<file path="src/rtl/apb_seq_pkg.sv">
// Shared types and default parameters for the APB command sequencer and its FIFO.
package apb_seq_pkg;

    localparam int unsigned DEFAULT_DEPTH   = 4;
    localparam int unsigned DEFAULT_GAP     = 1;
    localparam int unsigned DEFAULT_TIMEOUT = 16;

    typedef enum logic [1:0] {
        IDLE = 2'd0,
        BUSY = 2'd1,
        GAP  = 2'd2
    } state_t;

    typedef struct packed {
        logic        write;
        logic [31:0] addr;
        logic [31:0] data;
        logic [1:0]  f;
    } apb_cmd_t;

endpackage

</file>
<file path="src/rtl/apb_cmd_fifo.sv">
// Synchronous command FIFO; the head entry is visible combinationally so the
// sequencer can pop and load the APB request registers on the same edge.
module apb_cmd_fifo
    import apb_seq_pkg::*;
#(
    parameter int unsigned DEPTH = DEFAULT_DEPTH
) (
    input  logic     clk,
    input  logic     rst,
    input  logic     push,
    input  apb_cmd_t push_data,
    input  logic     pop,
    output apb_cmd_t head,
    output logic     full,
    output logic     empty
);

    localparam int unsigned PTR_W = $clog2(DEPTH);
    localparam int unsigned CNT_W = $clog2(DEPTH + 1);

    apb_cmd_t         mem [DEPTH];
    logic [PTR_W-1:0] wr_ptr_reg;
    logic [PTR_W-1:0] rd_ptr_reg;
    logic [CNT_W-1:0] count_reg;
    logic             do_push;
    logic             do_pop;

    // A push is refused when full even if a pop happens on the same edge.
    assign full    = (count_reg == CNT_W'(DEPTH));
    assign empty   = (count_reg == '0);
    assign do_push = push & ~full;
    assign do_pop  = pop & ~empty;
    assign head    = mem[rd_ptr_reg];

    always_ff @(posedge clk) begin
        if (do_push) begin
            mem[wr_ptr_reg] <= push_data;
        end
    end

    // DEPTH is a power of two, so pointers wrap naturally.
    always_ff @(posedge clk or posedge rst) begin
        if (rst) begin
            wr_ptr_reg <= '0;
            rd_ptr_reg <= '0;
            count_reg  <= '0;
        end else begin
            if (do_push) begin
                wr_ptr_reg <= wr_ptr_reg + PTR_W'(1);
            end
            if (do_pop) begin
                rd_ptr_reg <= rd_ptr_reg + PTR_W'(1);
            end
            case ({do_push, do_pop})
                2'b10:   count_reg <= count_reg + CNT_W'(1);
                2'b01:   count_reg <= count_reg - CNT_W'(1);
                default: count_reg <= count_reg;
            endcase
        end
    end

endmodule

</file>
<file path="src/rtl/apb_cmd_sequencer.sv">
// Queues host commands and issues them to the APB master one transfer at a time,
// returning one response per command. Optional watchdog: APB_SEQ_TIMEOUT_EN.
module apb_cmd_sequencer
    import apb_seq_pkg::state_t;
    import apb_seq_pkg::apb_cmd_t;
    import apb_seq_pkg::IDLE;
    import apb_seq_pkg::BUSY;
    import apb_seq_pkg::DEFAULT_DEPTH;
    import apb_seq_pkg::DEFAULT_GAP;
    import apb_seq_pkg::DEFAULT_TIMEOUT;
#(
    parameter int unsigned DEPTH   = DEFAULT_DEPTH,
    parameter int unsigned GAP     = DEFAULT_GAP,
    parameter int unsigned TIMEOUT = DEFAULT_TIMEOUT
) (
    input  logic        PCLK,
    input  logic        PRESET,
    input  logic        cmd_valid,
    output logic        cmd_ready,
    input  logic        cmd_write,
    input  logic [31:0] cmd_addr,
    input  logic [31:0] cmd_data,
    input  logic [1:0]  cmd_f,
    output logic        PSEL,
    output logic        transfer,
    output logic        PWRITE,
    output logic [31:0] PADDR,
    output logic [31:0] PDATA,
    output logic [1:0]  f,
    input  logic        PENABLE,
    input  logic        PREADY,
    input  logic [31:0] PRDATA1,
    output logic        rsp_valid,
    output logic        rsp_write,
    output logic [31:0] rsp_data,
    output logic        rsp_err
);

    localparam int unsigned GAP_W = $clog2(GAP + 1);

    apb_cmd_t    push_cmd;
    apb_cmd_t    head;
    logic        fifo_full;
    logic        fifo_empty;
    logic        pop;
    logic        done;
    logic        timeout;

    state_t      state_reg, state_next;
    logic [GAP_W-1:0] gap_cnt_reg, gap_cnt_next;
    logic        psel_reg, psel_next;
    logic        pwrite_reg, pwrite_next;
    logic [31:0] paddr_reg, paddr_next;
    logic [31:0] pdata_reg, pdata_next;
    logic [1:0]  f_reg, f_next;
    logic        rsp_valid_reg, rsp_valid_next;
    logic        rsp_write_reg, rsp_write_next;
    logic [31:0] rsp_data_reg, rsp_data_next;

    assign push_cmd = '{write: cmd_write, addr: cmd_addr, data: cmd_data, f: cmd_f};

    // Held low while reset is asserted so the host sees no readiness until release.
    assign cmd_ready = ~fifo_full & ~PRESET;
    assign pop       = (state_reg == IDLE) & ~fifo_empty;
    assign done      = (state_reg == BUSY) & psel_reg & PENABLE & PREADY;

    apb_cmd_fifo #(
        .DEPTH(DEPTH)
    ) u_fifo (
        .clk      (PCLK),
        .rst      (PRESET),
        .push     (cmd_valid),
        .push_data(push_cmd),
        .pop      (pop),
        .head     (head),
        .full     (fifo_full),
        .empty    (fifo_empty)
    );

`ifdef APB_SEQ_TIMEOUT_EN
    localparam int unsigned TMR_W = $clog2(TIMEOUT + 1);

    logic [TMR_W-1:0] timer_reg;
    logic             rsp_err_reg;

    // Timer is zero on the edge PSEL rises and reaches TIMEOUT-1 on the TIMEOUT-th busy edge.
    always_ff @(posedge PCLK or posedge PRESET) begin
        if (PRESET) begin
            timer_reg   <= '0;
            rsp_err_reg <= 1'b0;
        end else begin
            rsp_err_reg <= timeout & ~done;
            if (state_reg != BUSY) begin
                timer_reg <= '0;
            end else begin
                timer_reg <= timer_reg + TMR_W'(1);
            end
        end
    end

    assign timeout = (state_reg == BUSY) && (timer_reg == TMR_W'(TIMEOUT - 1));
    assign rsp_err = rsp_err_reg;
`else
    assign timeout = 1'b0;
    assign rsp_err = 1'b0;
`endif

    always_ff @(posedge PCLK or posedge PRESET) begin
        if (PRESET) begin
            state_reg     <= IDLE;
            gap_cnt_reg   <= '0;
            psel_reg      <= 1'b0;
            pwrite_reg    <= 1'b0;
            paddr_reg     <= '0;
            pdata_reg     <= '0;
            f_reg         <= '0;
            rsp_valid_reg <= 1'b0;
            rsp_write_reg <= 1'b0;
            rsp_data_reg  <= '0;
        end else begin
            state_reg     <= state_next;
            gap_cnt_reg   <= gap_cnt_next;
            psel_reg      <= psel_next;
            pwrite_reg    <= pwrite_next;
            paddr_reg     <= paddr_next;
            pdata_reg     <= pdata_next;
            f_reg         <= f_next;
            rsp_valid_reg <= rsp_valid_next;
            rsp_write_reg <= rsp_write_next;
            rsp_data_reg  <= rsp_data_next;
        end
    end

    // The GAP state literal is package-qualified because the GAP parameter shadows it.
    always_comb begin
        state_next   = state_reg;
        gap_cnt_next = gap_cnt_reg;
        unique case (state_reg)
            IDLE: begin
                if (!fifo_empty) begin
                    state_next = BUSY;
                end
            end
            BUSY: begin
                if (done || timeout) begin
                    state_next   = apb_seq_pkg::GAP;
                    gap_cnt_next = '0;
                end
            end
            apb_seq_pkg::GAP: begin
                if (gap_cnt_reg == GAP_W'(GAP - 1)) begin
                    state_next = IDLE;
                end else begin
                    gap_cnt_next = gap_cnt_reg + GAP_W'(1);
                end
            end
            default: state_next = IDLE;
        endcase
    end

    // Request fields keep their last values until the next pop; a completion
    // coinciding with the watchdog expiry is reported as a success.
    always_comb begin
        psel_next      = psel_reg;
        pwrite_next    = pwrite_reg;
        paddr_next     = paddr_reg;
        pdata_next     = pdata_reg;
        f_next         = f_reg;
        rsp_valid_next = 1'b0;
        rsp_write_next = rsp_write_reg;
        rsp_data_next  = rsp_data_reg;
        if (pop) begin
            psel_next   = 1'b1;
            pwrite_next = head.write;
            paddr_next  = head.addr;
            pdata_next  = head.data;
            f_next      = head.f;
        end
        if (done || timeout) begin
            psel_next      = 1'b0;
            rsp_valid_next = 1'b1;
            rsp_write_next = pwrite_reg;
            rsp_data_next  = (pwrite_reg || !done) ? 32'h0 : PRDATA1;
        end
    end

    assign PSEL      = psel_reg;
    assign transfer  = psel_reg;
    assign PWRITE    = pwrite_reg;
    assign PADDR     = paddr_reg;
    assign PDATA     = pdata_reg;
    assign f         = f_reg;
    assign rsp_valid = rsp_valid_reg;
    assign rsp_write = rsp_write_reg;
    assign rsp_data  = rsp_data_reg;

endmodule
</file>
<file path="config.mk">
export PLATFORM = sky130hd
export DESIGN_NAME = apb_cmd_sequencer
export DESIGN_NICKNAME = d
export VERILOG_FILES = /design/src/rtl/apb_seq_pkg.sv /design/src/rtl/apb_cmd_fifo.sv /design/src/rtl/apb_cmd_sequencer.sv
export SDC_FILE = /design/constraint.sdc
export NUM_CORES = 1
export LEC_CHECK = 0
export ABC_AREA = 0
export BUFFER_PORTS_ARGS = -buffer_cell sky130_fd_sc_hd__buf_2
export CORE_MARGIN = 3
export CORE_UTILIZATION = 40
export DETAILED_ROUTE_END_ITERATION = 16
export PLACE_DENSITY_LB_ADDON = 0.15
export SYNTH_ARGS = -nofsm -noshare
export SYNTH_HDL_FRONTEND = slang
export SYNTH_SLANG_ARGS = --single-unit
</file>
<file path="constraint.sdc">
create_clock -name PCLK -period 3.68 [get_ports PCLK]
set_input_delay 0.368 -clock PCLK [delete_from_list [all_inputs] [get_ports PCLK]]
set_output_delay 0.368 -clock PCLK [all_outputs]
set_load 0.02 [all_outputs]
</file>
==> results of run 1 <==
## per-layer routing
layer | wire (µm) | track usage | vias to the layer above | part of all wire
met5 | 49 | 0 | - | 0.0017
li1 | - | - | 3183 | -
met3 | 1990 | 0.0428 | 42 | 0.068
met1 | 12800 | 0.213 | 3680 | 0.44
met4 | 377 | 0.0332 | 10 | 0.013
met2 | 13800 | 0.247 | 209 | 0.48
## layout make-up
type	count	area [µm²]	area share
flip-flops and latches	379	10800	0.638
multi-input cells	234	3000	0.177
repair buffers	218	1210	0.0711
clock buffers	58	1120	0.0660
well taps	455	569	0.0335
inverters	40	153	0.00900
clock inverters	16	82.6	0.00487
diodes	1	2.50	0.000147
## power groups by stage
stage,logic [W],clock network (W),registers [W]
finish,0.00451,0.00368,0.00652
global route,0.00491,0.00401,0.00668
CTS,0.00463,0.00382,0.00656
detailed placement,0.00463,0,0.00664
global placement,0.00459,0,0.00661
floorplan,0.00279,0,0.00697
## cells by family (layout without fill, tap and decap cells)
| logic type | count (synthesis) | in the layout |
|---|---|---|
| other | 1 | 2 |
| XOR/XNOR | 6 | 6 |
| adder cells (fa/ha/maj) | 6 | 6 |
| AND/OR/NAND/NOR | 16 | 16 |
| flip-flops | 379 | 379 |
| AO/OA/AOI/OAI | 68 | 68 |
| multiplexers | 137 | 137 |
| buffers and inverters | 83 | 332 |
## through the flow
step | worst slack [ns] | util | std cells | power [W]
final | 1.41 | 0.489 | 1401 | 0.0147
after global routing | 1.19 | 0.489 | 1400 | 0.0156
after CTS | 1.34 | 0.489 | 1400 | 0.0150
after detailed placement | 1.30 | 0.454 | 1326 | 0.0113
after global placement | 1.33 | 0.454 | 1326 | 0.0112
after floorplan | 0.381 | - | 696 | 0.00975
## cells in the final DEF, fill, tap and decap left out, drive strengths merged
cell type / netlist / routed
and3: 1 / 1
or3: 1 / 1
nor2: 6 / 6
clkinv: 0 / 13
xor2: 2 / 2
nand2: 1 / 1
buf: 21 / 218
edfxtp: 268 / 268
and2: 4 / 4
o41ai: 32 / 32
clkbuf: 22 / 58
a21oi: 2 / 2
o21ai: 33 / 33
mux4: 67 / 67
ha: 5 / 5
nand3: 2 / 2
a21boi: 1 / 1
fa: 1 / 1
xnor2: 4 / 4
mux2i: 1 / 1
clkinvlp: 0 / 1
mux2: 69 / 69
inv: 40 / 42
dfrtp: 111 / 111
conb: 1 / 1
diode: 0 / 1
nand2b: 1 / 1
## final timing paths
path	start	endpoint	slack, ns	cells after the start
setup reg to reg	u_fifo.count_reg[0]$_DFFE_PP0P_	u_fifo.mem[1][21]$_DFFE_PP_	1.41	4
max in group asynchronous	PRESET	u_fifo.rd_ptr_reg[0]$_DFFE_PP0P_	2.80	3
setup / recovery	u_fifo.count_reg[0]$_DFFE_PP0P_	u_fifo.mem[1][21]$_DFFE_PP_	1.41	4
hold / removal	cmd_addr[21]	u_fifo.mem[3][55]$_DFFE_PP_	0.06	1
min in group asynchronous	PRESET	state_reg[1]$_DFFE_PP0P_	0.08	2
hold reg to reg	PDATA[19]$_DFFE_PP0P_	PDATA[19]$_DFFE_PP0P_	0.50	1
==> impl_metrics.ini, run 1 <==
[sta]
fmax_mhz = 440
fin_crit_sh = 0.618
timing_hold_violations_final = 0
period_minus_slack_ns = 2.27
fin_skew_ns = 0.0274
whs_ns = 0.0550
fin_tns_setup_ns = 0
setup_violations = 0
grt_setup_unrepaired = false
tightest_slew_ns = 1.10
slew_headroom = 0.266
slew_violations = 0

[place]
gp_congestion = 0.779
placed_area_mm2 = 0.0158
portBuffers = 207
dpl.hpwl_mm = 17.2

[cells_and_area]
largest_reg_flops = 268
nNetsFinal = 1024
largest-register = u_fifo.mem
n_fill_cell = 2968
final_cell_area_mm2 = 0.0170
area_delta_synth_final_pct = 19.6
drive_above_1_share = 0.442

[yosys]
synth_fp_nets = 806
synth_most_common_cell = edfxtp_1
synth-seq-cells = 379
synthDominantCellAreaShare = 0.567
synth_compound_area_frac = 0.0326
synth_ff_type = edfxtp_1
syn_area_mm2 = 0.0142
muxShareOfSynthArea = 0.162
async_reset_ff_frac = 0.293
synthTopCellsByCount = edfxtp_1, dfrtp_1, mux2_2
synth_top_family_by_area = multiplexers
synth_enable_flop_cells = 268
synth_xor_area_frac = 0.00370
synth_top_area_cell = edfxtp_1
synthAdderAreaFrac = 0.00582
yosysSeqAreaShare = 0.763
post_synth.cell_area_avg_um2 = 20.4
synth.area.top_cells = edfxtp_1, dfrtp_1, mux4_2
ys_types = 28
yosys.area_share.simple = 0.00564
yosysWarnings = 0
synth_cells = 696

[drt]
drt_wl_total_mm = 29.0
drtIter0Drc = 298
drt-pass1-iter-count = 6
drc_errors = 0
via_count = 7124
antenna_left = 0
via_per_inst = 5.08
avgRoutedWirePerCell_um = 20.7

[floorplan]
io_pins = 209
die_x_um = 194
start_util = 0.409
core-area_mm2 = 0.0347
dieArea_mm2 = 0.0378
die_h_um = 194
row_count = 68

[flow_run]
cap_violations = 0

[grt]
grt_pass1_vias = 7455
antenna_found_initial = 6
grt_pass1_wl_mm = 45.1
grt_usage = 0.154
grt-ovfl-total = 0
grt_max_degree = 70

[clocking]
path_clk_slew_ns = 0.06
cts_buffers = 41
root_buffer = clkbuf_16
cts_buffer_depth = 3
cts_resized = 0
post-cts-setup-buffers = 0
cts_tree = done
postCtsHoldBufs = 0
insertion_delay_ns = 0.53
clock_sinks = 379
htreeDepth = 2

[worst_hold_path]
hold_class = in -> reg

[pwr]
switchingPower_w = 0.00467
internal-power_w = 0.0100
powerDensity_mw_per_mm2 = 867
netSwitchingFraction = 0.318
seq_power_share = 0.443
ir_drop_v = 0.000434
clockPowerShare = 0.250
combPwrFrac = 0.306
power.leakage_nw = 6.45

[critical_path]
crit_path_cell_trace = nor2_1, a21boi_1, and2_4, buf_12
worstPathMaxFanout = 36
end_kind = flop
arrival_ns = 2.48
crit_path_start_kind = flop
max_stage_delay_ns = 0.67
path_buf_inv = 1
cp.required_ns = 3.88
cp_top_family = simple AND/OR/NAND/NOR gates
critPathKind = reg -> reg
crit_slowest_cell = and2_4

[outcome]
status = finished clean
(Power assumes the default switching activity.)
==> inputs of run 2 (changes only) <==
==> constraint.sdc (replaced) <==
create_clock -name PCLK -period 2.4 [get_ports PCLK]
set_input_delay 0.24 -clock PCLK [delete_from_list [all_inputs] [get_ports PCLK]]
set_output_delay 0.24 -clock PCLK [all_outputs]
set_load 0.02 [all_outputs]
==> run 2 against run 1 <==
Sequential share of layout area fell by 4.2 points. Critical path depth is 5 higher. Sequential power grew 50%. Sequential cell count did not move. Largest power group unchanged. Clock skew down 0.0093 ns. Non-clock buffer count up 111. Combinational power up 67%. Register-to-register slack got worse by 1.1 ns. Routed wire length rose by 2.0%. Hold slack better by 0.067 ns. Die area did not move.
==> impl_metrics.ini, run 2 (synthesized netlist as in run 1, its figures left out) <==
[outcome]
status = finished clean

[critical_path]
crit_path_start_kind = flop
worstPathMaxFanout = 10
reg2regPathDepth = 9
critPathKind = reg -> reg
end_kind = flop
arrival_ns = 2.55
cp.required_ns = 2.83

[cells_and_area]
final_cell_mix = edfxtp_1, buf_2, dfrtp_1
n_fill_cell = 2833
nNetsFinal = 1135
instances_no_fill = 1510
area_delta_synth_final_pct = 28.0
drive_above_1_share = 0.409
largest_reg_flops = 268
layout_commonest_cell = edfxtp_1
largest-register = u_fifo.mem
diodes = 0

[drt]
antenna_left = 0
wl_met3_mm = 1.45
drtIter0Drc = 415
drc_errors = 0
wl_met2_mm = 14.9
drt_wl_total_mm = 29.6
route.top_layer_used = met4
drt-pass1-iter-count = 6
m1WireLength_mm = 12.8
avgRoutedWirePerCell_um = 19.6
via_count = 7466
via_per_inst = 4.94

[worst_hold_path]
hold_class = in -> reg
min_path_cells = 3

[place]
dpl.hpwl_mm = 17.6
detailedPlace.worstSlack_ns = 0.270
gp_congestion = 0.740
portBuffers = 207
placed_cells = 1337

[sta]
fin_crit_sh = 0.882
slew_violations = 0
fmax_mhz = 472
timing_hold_violations_final = 0
slew_headroom = 0.629
whs_ns = 0.122
final.setup.worst_slack_ns = 0.282
fin_tns_setup_ns = 0
setup_violations = 0
fin_skew_ns = 0.0182
grt_setup_unrepaired = false
tightest_slew_ns = 0.555
period_minus_slack_ns = 2.12

[pwr]
powerDensity_mw_per_mm2 = 1270
ir_drop_v = 0.000661
power.leakage_nw = 6.96
power_w = 0.0230

[floorplan]
io_pins = 209
dieArea_mm2 = 0.0378
core-area_mm2 = 0.0347
die_x_um = 194
die_h_um = 194
row_count = 68
start_util = 0.409

[grt]
antenna_found_initial = 0
grt_usage = 0.157
grt_pass1_vias = 8096
grt_pass1_wl_mm = 46.8
grt_max_degree = 65
grt-ovfl-total = 0

[clocking]
cts_buffer_depth = 3
htreeDepth = 2
cts_buffers = 41
post-cts-setup-buffers = 0
clock_sinks = 379
postCtsHoldBufs = 100
path_clk_slew_ns = 0.06
insertion_delay_ns = 0.53
cts_resized = 0
cts_tree = done
root_buffer = clkbuf_16

[flow_run]
cap_violations = 0
run 2: cell types whose count changed in the layout (fill, tap and decap cells not counted), sizes merged:
cell and delta:
dlygate4sd3 +100, clkinv -6, clkbuf +3, buf +11, clkinvlp +2, diode -1
run 2: cell type report:
class	count	area, µm²	share of cell area
Tap cell	455	569	0.0313
Multi-Input combinational cell	234	3000	0.165
Clock inverter	12	72.6	0.00399
Clock buffer	61	1160	0.0639
Inverter	40	154	0.00847
Timing Repair Buffer	329	2380	0.131
Sequential cell	379	10800	0.596
run 2: layer usage:
layer / GRT usage / vias up
li1: - / 3401
met5: 0 / -
met3: 0.0322 / 49
met1: 0.208 / 3818
met4: 0.0372 / 0
met2: 0.269 / 198
run 2: path summary, 6_finish.rpt:
path / startpoint / to / slack, ns
max: state_reg[0]$_DFFE_PP0P_ / u_fifo.count_reg[2]$_DFFE_PP0P_ / 0.28
min reg2reg: f[1]$_DFFE_PP0P_ / f[1]$_DFFE_PP0P_ / 0.50
min: PENABLE / state_reg[0]$_DFFE_PP0P_ / 0.12
min in group asynchronous: PRESET / u_fifo.count_reg[0]$_DFFE_PP0P_ / 0.29
max in group asynchronous: PRESET / PADDR[11]$_DFFE_PP0P_ / 1.38
max reg2reg: state_reg[0]$_DFFE_PP0P_ / u_fifo.count_reg[2]$_DFFE_PP0P_ / 0.28
run 2: critical path, stage by stage (launching register included):
cell     delay [ns]
dfrtp_1        0.39
nor2_1         0.27
nand2_4        0.20
inv_1          0.10
ha_1           0.18
inv_1          0.07
fa_1           0.42
xor2_1         0.15
nor2_1         0.11
xor2_1         0.17
run 2: stage by stage:
| stage | area [µm²] | util |
|---|---|---|
| 2_1_floorplan | 14200 | - |
| 5_1_grt | 18200 | 0.523 |
| 4_1_cts | 18200 | 0.523 |
| 3_3_place_gp | 15900 | 0.459 |
| 6_report | 18200 | 0.523 |
| 3_5_place_dp | 15900 | 0.459 |
run 2: power by group:
part | switching (W) | internal [W]
combinational | 0.00407 | 0.00344
clock | 0.00239 | 0.00335
sequential | 0.000772 | 0.00898
total | 0.00724 | 0.0158
